`src/rtl/rr_mux_arbiter.sv`:
```
// Round-robin N:1 collecting multiplexer with a registered, source-tagged output beat.
// Optional macro RR_MUX_STATS_EN adds a saturating 16-bit output handshake counter (beat_count).
module rr_mux_arbiter #(
    parameter int BUS_WIDTH = 8,
    parameter int NB_SEL    = 2
) (
    input  logic                                clk,
    input  logic                                rst,
    input  logic [(2**NB_SEL)*BUS_WIDTH-1:0]    in_data,
    input  logic [(2**NB_SEL)-1:0]              in_valid,
    output logic [(2**NB_SEL)-1:0]              in_ready,
    output logic [BUS_WIDTH-1:0]                out_data,
    output logic [NB_SEL-1:0]                   out_sel,
    output logic                                out_valid,
    input  logic                                out_ready
`ifdef RR_MUX_STATS_EN
    ,
    output logic [15:0]                         beat_count
`endif
);

    localparam int N = 2**NB_SEL;

    typedef enum logic {
        ST_EMPTY = 1'b0,
        ST_FULL  = 1'b1
    } state_t;

    state_t                 r_state;
    state_t                 w_state_next;
    logic [BUS_WIDTH-1:0]   r_out_data;
    logic [NB_SEL-1:0]      r_out_sel;
    logic [NB_SEL-1:0]      r_last_grant;

    logic [NB_SEL-1:0]      w_grant;
    logic                   w_found;
    logic                   w_any_req;
    logic                   w_load;
    logic                   w_xfer;
    logic [BUS_WIDTH-1:0]   w_chan [N];

    // Output register can take a new beat when empty or when the current one leaves this cycle.
    assign w_any_req = |in_valid;
    assign w_load    = !rst && ((r_state == ST_EMPTY) || out_ready);
    assign w_xfer    = w_load && w_any_req;

    // Scan starts just past the last granted channel; k == N wraps back onto last_grant itself.
    always_comb begin
        logic [NB_SEL-1:0] v_idx;
        w_grant = '0;
        w_found = 1'b0;
        v_idx   = '0;
        for (int k = 1; k <= N; k++) begin
            v_idx = r_last_grant + NB_SEL'(k);
            if (!w_found && in_valid[v_idx]) begin
                w_grant = v_idx;
                w_found = 1'b1;
            end
        end
    end

    generate
        for (genvar gi = 0; gi < N; gi++) begin : g_chan
            assign w_chan[gi]   = in_data[gi*BUS_WIDTH +: BUS_WIDTH];
            assign in_ready[gi] = w_xfer && (w_grant == NB_SEL'(gi));
        end
    endgenerate

    always_ff @(posedge clk) begin
        if (rst) begin
            r_state <= ST_EMPTY;
        end else begin
            r_state <= w_state_next;
        end
    end

    always_comb begin
        w_state_next = r_state;
        case (r_state)
            ST_EMPTY: begin
                if (w_xfer) begin
                    w_state_next = ST_FULL;
                end
            end
            ST_FULL: begin
                if (w_xfer) begin
                    w_state_next = ST_FULL;
                end else if (out_ready) begin
                    w_state_next = ST_EMPTY;
                end
            end
            default: w_state_next = ST_EMPTY;
        endcase
    end

    // Data and tag hold on drain and stall; only a transfer (or reset) changes them.
    always_ff @(posedge clk) begin
        if (rst) begin
            r_out_data   <= '0;
            r_out_sel    <= '0;
            r_last_grant <= NB_SEL'(N - 1);
        end else if (w_xfer) begin
            r_out_data   <= w_chan[w_grant];
            r_out_sel    <= w_grant;
            r_last_grant <= w_grant;
        end
    end

    assign out_data  = r_out_data;
    assign out_sel   = r_out_sel;
    assign out_valid = (r_state == ST_FULL);

`ifdef RR_MUX_STATS_EN
    logic [15:0] r_beat_count;

    always_ff @(posedge clk) begin
        if (rst) begin
            r_beat_count <= '0;
        end else if (out_valid && out_ready && (r_beat_count != 16'hFFFF)) begin
            r_beat_count <= r_beat_count + 16'd1;
        end
    end

    assign beat_count = r_beat_count;
`endif

endmodule

```
`config.mk`:
```
export PLATFORM = sky130hd
export DESIGN_NAME = rr_mux_arbiter
export DESIGN_NICKNAME = d
export VERILOG_FILES = /design/src/rtl/rr_mux_arbiter.sv
export SDC_FILE = /design/constraint.sdc
export NUM_CORES = 1
export LEC_CHECK = 0
export BUFFER_PORTS_ARGS = -buffer_cell sky130_fd_sc_hd__buf_4
export CORE_MARGIN = 4
export CORE_UTILIZATION = 42
export CTS_CLUSTER_SIZE = 16
export DETAILED_ROUTE_END_ITERATION = 12
export PLACE_DENSITY_LB_ADDON = 0.3
export SYNTH_ARGS = -nofsm -noshare
export SYNTH_HDL_FRONTEND = slang
export SYNTH_SLANG_ARGS = --single-unit
```
`constraint.sdc`:
```
create_clock -name clk -period 2.27 [get_ports clk]
set_input_delay 0 -clock clk [delete_from_list [all_inputs] [get_ports clk]]
set_output_delay 0 -clock clk [all_outputs]
set_load 0.005 [all_outputs]
```
==> impl_metrics.json, run 1 <==
{
  "core-area_sq_um": 1960,
  "netlist_instances": 95,
  "p_per_area_nw_per_um2": 538,
  "clk_path_buf_depth": 2,
  "root_buffer": "clkbuf_4",
  "grt_overflow": 0,
  "syn_area_per_cell_sq_um": 9.19,
  "grt_max_degree": 11,
  "min-delay-start": "in_valid[0]",
  "cts_hold_buf": 1,
  "path_clk_slew_ns": 0.08,
  "die_w_um": 53.6,
  "vias_per_cell": 5.37,
  "synthTopCellsByArea": "dfxtp_1 30%, mux2_4 10%, a221o_1 8.0%",
  "crit_chain": "mux2i_2, o2bb2ai_4, nor2_2, buf_4, mux2_2, a221o_1",
  "finalWeightedCongestion": 0.727,
  "status": "finished, final reports clean",
  "drtPass1Iterations": 4,
  "yosysTopAreaCell": "dfxtp_1",
  "drive_gt1_share_pct": 50.3,
  "r2r_start": "r_last_grant[1]",
  "synth_top_area_share_pct": 29.8,
  "fill_cells": 180,
  "syn_area_sq_um": 873,
  "worst_ep_arrival_time_ns": 2.23,
  "power_mw": 0.709,
  "clock_skew_ns": 0.00138,
  "ant_nets": 0,
  "ys_warn_count": 0,
  "worstMarginPinSlew_ns": 0.585,
  "hold_ws_ns": 0.00814,
  "min-delay-path-class": "input pin to register",
  "worst_path_max_delay_cell": "dfxtp_1",
  "synth-seq-area-share_pct": 29.8,
  "synth_nets": 134,
  "vdd_drop_max_mv": 0.381,
  "die_h_um": 53.6,
  "fmax_mhz": 487,
  "post-route-util_pct": 67.2,
  "cts_resized": 0,
  "crit_family": "multiplexers",
  "cp_max_fo": 8,
  "syn_to_final_growth_pct": 50.9,
  "cts_sinks": 13,
  "crit_required_ns": 2.45,
  "synthDistinctLibCells": 32,
  "antenna_found_initial": 0,
  "dr.first_iter.drc_count": 12,
  "track_usage_pct": 19.6,
  "tns_ns": 0,
  "via_count": 955,
  "cts_tree": "built",
  "start_util_pct": 44.5,
  "post-cts-setup-buffer-count": 0,
  "fin_ws_ns": 0.216,
  "cp-start-kind": "register",
  "cts_made_buffers": 3,
  "seqCellArea_sq_um": 260,
  "routed_wl_um": 2580,
  "crit_type": "register to register",
  "setup_violations": 0,
  "multi_input_area_sq_um": 571,
  "antenna_cells": 0,
  "maxSlewHeadroom_pct": 60.9,
  "drc_errors": 0,
  "period_minus_slack_ns": 2.05,
  "grt_pass1_wl_um": 4080,
  "port_buffers": 53,
  "max_stage_delay_ns": 0.53,
  "hold_violations": 0,
  "timing.final.max_slew_violations": 0,
  "clock_latency_ns": 0.28,
  "fin_crit_sh_pct": 90.5,
  "synth-seq-cells": 13,
  "cap_violations": 0,
  "design.die.area_sq_um": 2870,
  "preCtsSetupSlack_ns": 0.231,
  "ctsHtreeMaxLevel": 1,
  "startpoint": "r_last_grant[1]",
  "rsz0062_at_grt": "false",
  "wl_per_cell_um": 14.5,
  "num_io_pins": 54,
  "crit_path_end_kind": "register",
  "hpwl_um": 2110,
  "grt_pass1_vias": 940,
  "path_buf_inv": 1,
  "fin_nets": 191,
  "rows": 16,
  "power_leakage_nw": 0.634
}
==> registers in the layout (all words and copies together), names as in the netlist <==
name          count
out_sel           2
r_last_grant      2
out_valid         1
out_data          8
==> area by class of cell <==
class / instances / area share (%)
inverters: 1 / 0.285
clock buffers: 4 / 1.99
well taps: 27 / 2.56
repair buffers: 56 / 32.1
flip-flops and latches: 13 / 19.8
multi-input cells: 77 / 43.3
==> worst paths after layout <==
path	cells after the start	slack [ns]	to
setup / recovery	6	0.22	out_data[7]
hold / removal	3	0.008	out_valid
setup reg to reg	6	0.22	out_data[7]
hold reg to reg	1	0.50	out_data[6]
==> tightest hold or removal path: stages <==
cell	delay (ns)
buf_4	0.10
nor3_1	0.05
a21oi_1	0.10
==> layout by cell type, fill, tap and decap left out, types with 2 or more instances in the layout <==
master and n:
nand2_1 3, nor2_2 2, o21bai_1 2, and2_1 2, mux2_4 6, a221o_1 7
buf_4 55, nand3_1 7, nor3_1 2, o21ai_0 7, a21oi_1 11, clkbuf_4 3
mux2i_1 2, dfxtp_1 13, nor2_1 10
==> cells in the mapped netlist (all sizes together) <==
cell	n
dfxtp	13
nor2	12
a21oi	11
a221o	7
mux2	7
nand3	7
o21ai	7
buf	4
nand2	4
mux2i	3
and2	2
nor3	2
o21bai	2
a21boi	1
a2bb2oi	1
and2b	1
and3b	1
inv	1
nand2b	1
nor2b	1
o21ba	1
o221ai	1
o2bb2ai	1
o31ai	1
or2	1
or3	1
or4	1
==> stage by stage <==
stage,cell area [sq um],cells
3_3_place_gp,1280,173
6_report,1320,178
3_5_place_dp,1280,173
5_1_grt,1320,178
2_1_floorplan,873,95
4_1_cts,1320,178
==> cells by family (layout without fill, tap and decap cells) <==
family	after synthesis	count (layout)	share of synthesized area, %
AO/OA/AOI/OAI	33	33	29.4
buffers and inverters	5	61	4.87
flip-flops	13	13	29.8
multiplexers	10	10	15.5
AND/OR/NAND/NOR	34	34	20.5
==> layer usage <==
| metal | up-vias | wire length (um) | track usage, % |
|---|---|---|---|
| met5 | - | 0 | 0 |
| met4 | 0 | 36 | 7.66 |
| met3 | 5 | 255 | 5.26 |
| met2 | 40 | 1330 | 35.7 |
| met1 | 438 | 955 | 21.2 |
| li1 | 472 | - | - |
==> where the power goes <==
group | switching, mW | leakage, nW | total (mW) | internal [mW]
combinational | 0.113 | 0.511 | 0.278 | 0.165
clock | 0.0807 | 0.0150 | 0.149 | 0.0683
sequential | 0.0241 | 0.108 | 0.282 | 0.258
total | 0.218 | 0.634 | 0.709 | 0.492
No activity file was read; power rests on OpenSTA's default activity.
==> run 2, diff against run 1 <==
--- a/config.mk
+++ b/config.mk
@@ -10,7 +10,8 @@
 export CORE_UTILIZATION = 42
 export CTS_CLUSTER_SIZE = 16
 export DETAILED_ROUTE_END_ITERATION = 12
-export PLACE_DENSITY_LB_ADDON = 0.3
+export PLACE_DENSITY_LB_ADDON = 0.05
+export SLEW_MARGIN = 20
 export SYNTH_ARGS = -nofsm -noshare
 export SYNTH_HDL_FRONTEND = slang
 export SYNTH_SLANG_ARGS = --single-unit
==> impl_metrics.json, run 2 (synthesized netlist as in run 1, its figures left out) <==
{
  "status": "finished, final reports clean",
  "antenna_found_initial": 0,
  "clk_path_buf_depth": 2,
  "drive_gt1_share_pct": 50.3,
  "drc_errors": 0,
  "worstMarginPinSlew_ns": 0.618,
  "min-delay-path-class": "input pin to register",
  "core-area_sq_um": 1960,
  "fin_crit_sh_pct": 91.0,
  "p_per_area_nw_per_um2": 536,
  "wl_per_cell_um": 14.0,
  "track_usage_pct": 19.2,
  "ant_nets": 0,
  "startpoint": "r_last_grant[1]",
  "cap_violations": 0,
  "root_buffer": "clkbuf_4",
  "rrSetupSlack_ns": 0.21,
  "grt_max_degree": 11,
  "cp_max_fo": 8,
  "ctsHtreeMaxLevel": 1,
  "clock_latency_ns": 0.28,
  "die_w_um": 53.6,
  "crit_required_ns": 2.44,
  "antenna_cells": 0,
  "die_h_um": 53.6,
  "hpwl_um": 1980,
  "dr.first_iter.drc_count": 10,
  "final_cell_mix": "55 x buf_4, 13 x dfxtp_1, 11 x a21oi_1",
  "worst_ep_arrival_time_ns": 2.23,
  "grt_pass1_vias": 876,
  "setup_violations": 0,
  "mostFrequentLayoutCell": "buf_4",
  "cts_sinks": 13,
  "grt_pass1_wl_um": 4060,
  "crit_type": "register to register",
  "hold_ws_ns": 0.0230,
  "rsz0062_at_grt": "false",
  "r2r_start": "r_last_grant[1]",
  "routed_wl_um": 2490,
  "min-delay-start": "in_data[29]",
  "crit_path_end_kind": "register",
  "clock_skew_ns": 0.00620,
  "period_minus_slack_ns": 2.06,
  "vdd_drop_max_mv": 0.403,
  "maxSlewHeadroom_pct": 58.7,
  "largest_reg_flops": 8,
  "vias_per_cell": 5.15,
  "fin_nets": 191,
  "tns_ns": 0,
  "syn_to_final_growth_pct": 50.9,
  "num_io_pins": 54,
  "via_count": 917,
  "finalWeightedCongestion": 0.718,
  "path_clk_slew_ns": 0.09,
  "post-cts-setup-buffer-count": 0,
  "timing.final.max_slew_violations": 0,
  "start_util_pct": 44.5,
  "cts_tree": "built",
  "drtPass1Iterations": 4,
  "port_buffers": 53,
  "power_leakage_nw": 0.634,
  "hold_violations": 0,
  "cp-start-kind": "register",
  "design.die.area_sq_um": 2870,
  "post-route-util_pct": 67.2,
  "fmax_mhz": 484,
  "grt_overflow": 0,
  "cts_made_buffers": 3,
  "rows": 16
}
[run 2: cell counts in the layout (fill, tap and decap cells not counted)]
No cell type changed its count.
[run 2: critical path, cell delays in order, from the launching register on]
cell       delay (ns)
dfxtp_1          0.54
mux2i_2          0.36
o2bb2ai_4        0.14
nor2_2           0.12
buf_4            0.18
mux2_4           0.31
a221o_1          0.30
[run 2: path summary, 6_finish.rpt]
check | endpoint | cells past startpoint
max | out_data[3] | 6
min | out_data[5] | 3
max reg2reg | out_data[3] | 6
min reg2reg | out_data[5] | 2
[run 2: repair_timing]
action	CTS	global route
hold buffers	1	0
endpoints found under the hold margin	4	0
setup endpoints to repair	0	0
resized for setup	0	0
[run 2: stage by stage]
stage / total power [mW] / setup WS, ns / std cells / area, sq um
after floorplan: 0.444 / 0.442 / 95 / 873
after global placement: 0.557 / 0.302 / 173 / 1280
after detailed placement: 0.563 / 0.236 / 173 / 1280
after CTS: 0.715 / 0.193 / 178 / 1320
after global routing: 0.756 / 0.123 / 178 / 1320
final: 0.707 / 0.205 / 178 / 1320
[run 2: final cells by class]
type / instances / area, sq um
fill: 179 / 644
multi-input combinational: 77 / 571
timing repair buffer: 56 / 423
sequential: 13 / 260
tap: 27 / 33.8
clock buffer: 4 / 26.3
inverter: 1 / 3.75
[run 2: where the power goes]
group	internal, mW	switching (mW)	total (mW)
combinational	0.165	0.111	0.276
sequential	0.258	0.0237	0.282
clock	0.0682	0.0803	0.149
[run 2: routing by layer]
layer	vias up	global-route usage, %	wire length (um)
li1	468	-	-
met1	404	25.5	1020
met2	43	31.2	1210
met3	2	5.26	249
met4	0	3.83	8
met5	-	0	0
==> run 3, diff against run 2 <==
--- a/config.mk
+++ b/config.mk
@@ -7,7 +7,8 @@
 export LEC_CHECK = 0
 export BUFFER_PORTS_ARGS = -buffer_cell sky130_fd_sc_hd__buf_4
 export CORE_MARGIN = 4
-export CORE_UTILIZATION = 42
+export CORE_UTILIZATION = 44
+export CTS_BUF_LIST = sky130_fd_sc_hd__clkbuf_8
 export CTS_CLUSTER_SIZE = 16
 export DETAILED_ROUTE_END_ITERATION = 12
 export PLACE_DENSITY_LB_ADDON = 0.05
==> impl_metrics.json, run 3 (synthesized netlist as in run 1, its figures left out) <==
{
  "status": "finished, final reports clean",
  "final_cell_mix": "54 x buf_4, 13 x dfxtp_1, 11 x a21oi_1",
  "clk_path_buf_depth": 2,
  "design.die.area_sq_um": 2760,
  "preCtsSetupSlack_ns": 0.213,
  "drtPass1Iterations": 5,
  "final_cell_area_sq_um": 1350,
  "rsz0062_at_grt": "false",
  "power_leakage_nw": 0.650,
  "crit_required_ns": 2.40,
  "fill_cells": 151,
  "wl_per_cell_um": 14.7,
  "pwr-share-clk_pct": 27.0,
  "port_buffers": 53,
  "clock_skew_ns": 0.00436,
  "power_mw": 0.776,
  "stdcell_count": 176,
  "worst_ep_arrival_time_ns": 2.20,
  "grt_pass1_vias": 909,
  "rows": 15,
  "netSwitchingPower_mw": 0.227,
  "hpwl_um": 2050,
  "cap_violations": 0,
  "power.internal_mw": 0.548,
  "cp-start-kind": "register",
  "fin_nets": 191,
  "track_usage_pct": 20.2,
  "seqCellArea_sq_um": 260,
  "clock_latency_ns": 0.24,
  "ant_nets": 0,
  "min_path_cells": 3,
  "mostFrequentLayoutCell": "buf_4",
  "fmax_mhz": 481,
  "syn_to_final_growth_pct": 54.2,
  "start_util_pct": 48.5,
  "post-route-util_pct": 74.7,
  "setup_violations": 0,
  "netSwitchingFraction_pct": 29.3,
  "tns_ns": 0,
  "vias_per_cell": 5.32,
  "maxSlewHeadroom_pct": 71.7,
  "multi_input_area_sq_um": 571,
  "fin_crit_sh_pct": 91.5,
  "crit_type": "register to register",
  "num_io_pins": 54,
  "die_w_um": 52.6,
  "antenna_cells": 0,
  "dr.first_iter.drc_count": 20,
  "dp_cells": 171,
  "die_h_um": 52.6,
  "hold_violations": 0,
  "fin_ws_ns": 0.193,
  "min-delay-start": "in_valid[0]",
  "grt_overflow": 0,
  "grt_pass1_wl_um": 4080,
  "period_minus_slack_ns": 2.08,
  "finalWeightedCongestion": 0.720,
  "crit_path_end_kind": "register",
  "largest_reg_flops": 8,
  "p_per_area_nw_per_um2": 576,
  "grt_max_degree": 11,
  "comb_power_share_pct": 36.6,
  "placed_area_sq_um": 1290,
  "routed_wl_um": 2600,
  "timing.final.max_slew_violations": 0,
  "rrSetupSlack_ns": 0.19,
  "min-delay-path-class": "input pin to register",
  "cts_resized": 0,
  "ctsHtreeMaxLevel": 1,
  "drive_gt1_share_pct": 50.3,
  "seqPwrFrac_pct": 36.4,
  "path_clk_slew_ns": 0.06,
  "cts_made_buffers": 3,
  "drc_errors": 0,
  "root_buffer": "clkbuf_8",
  "r2r_start": "r_last_grant[1]",
  "r2r_cells": 6,
  "cts_tree": "built",
  "min_to": "out_valid",
  "vdd_drop_max_mv": 0.434,
  "via_count": 936,
  "cp_max_fo": 10,
  "antenna_found_initial": 0,
  "reg2reg_to": "out_data[4]",
  "worstMarginPinSlew_ns": 0.424,
  "core-area_sq_um": 1800,
  "hold_ws_ns": 0.0695,
  "cts_sinks": 13
}
==> run 3: cell types whose count changed in the layout (fill, tap and decap cells not counted) <==
cell	delta
buf_4	-1
clkbuf_4	-3
inv_1	+1
clkbuf_1	-1
clkbuf_8	+3
buf_12	+1
==> run 3: power by group through the flow <==
stage | sequential (mW) | clock [mW] | combinational, mW
CTS | 0.282 | 0.210 | 0.285
global route | 0.287 | 0.223 | 0.308
floorplan | 0.282 | 0 | 0.162
detailed placement | 0.287 | 0 | 0.282
finish | 0.283 | 0.209 | 0.284
global placement | 0.285 | 0 | 0.277
==> run 3: how the worst max path moves through the flow <==
| stage | startpoint | end | slack (ns) | cells after the start |
|---|---|---|---|---|
| after floorplan | r_last_grant[1] | out_data[0] | 0.44 | 7 |
| after global placement | r_last_grant[1] | out_data[4] | 0.28 | 6 |
| after detailed placement | r_last_grant[1] | out_data[4] | 0.21 | 6 |
| after CTS | r_last_grant[1] | out_data[4] | 0.20 | 6 |
| after global routing | r_last_grant[1] | out_data[3] | 0.08 | 6 |
| final | r_last_grant[1] | out_data[4] | 0.19 | 6 |
==> run 3: final cells by class <==
| class | count | area share (%) |
|---|---|---|
| clock buffers | 3 | 3.07 |
| clock inverters | 1 | 0.279 |
| inverters | 1 | 0.279 |
| multi-input cells | 77 | 42.4 |
| flip-flops and latches | 13 | 19.3 |
| well taps | 25 | 2.32 |
| repair buffers | 56 | 32.3 |
==> run 3: repair_timing <==
action / CTS / global route
hold endpoints to repair: 3 / 0
setup buffers: 0 / 0
hold buffers: 1 / 0
==> run 3: routing by layer <==
metal,global-route usage (%),vias up,wire length [um]
li1,-,468,-
met1,23.2,424,1080
met2,36.4,40,1290
met3,4.84,4,195
met4,6.38,0,31
met5,0,-,0
==> run 3: worst max-delay path: stages, from the launching register on <==
cell and delay (ns):
dfxtp_1 0.53, mux2i_2 0.35, o2bb2ai_4 0.13, nor2_2 0.18, buf_12 0.17, mux2_4 0.30, a221o_1 0.30
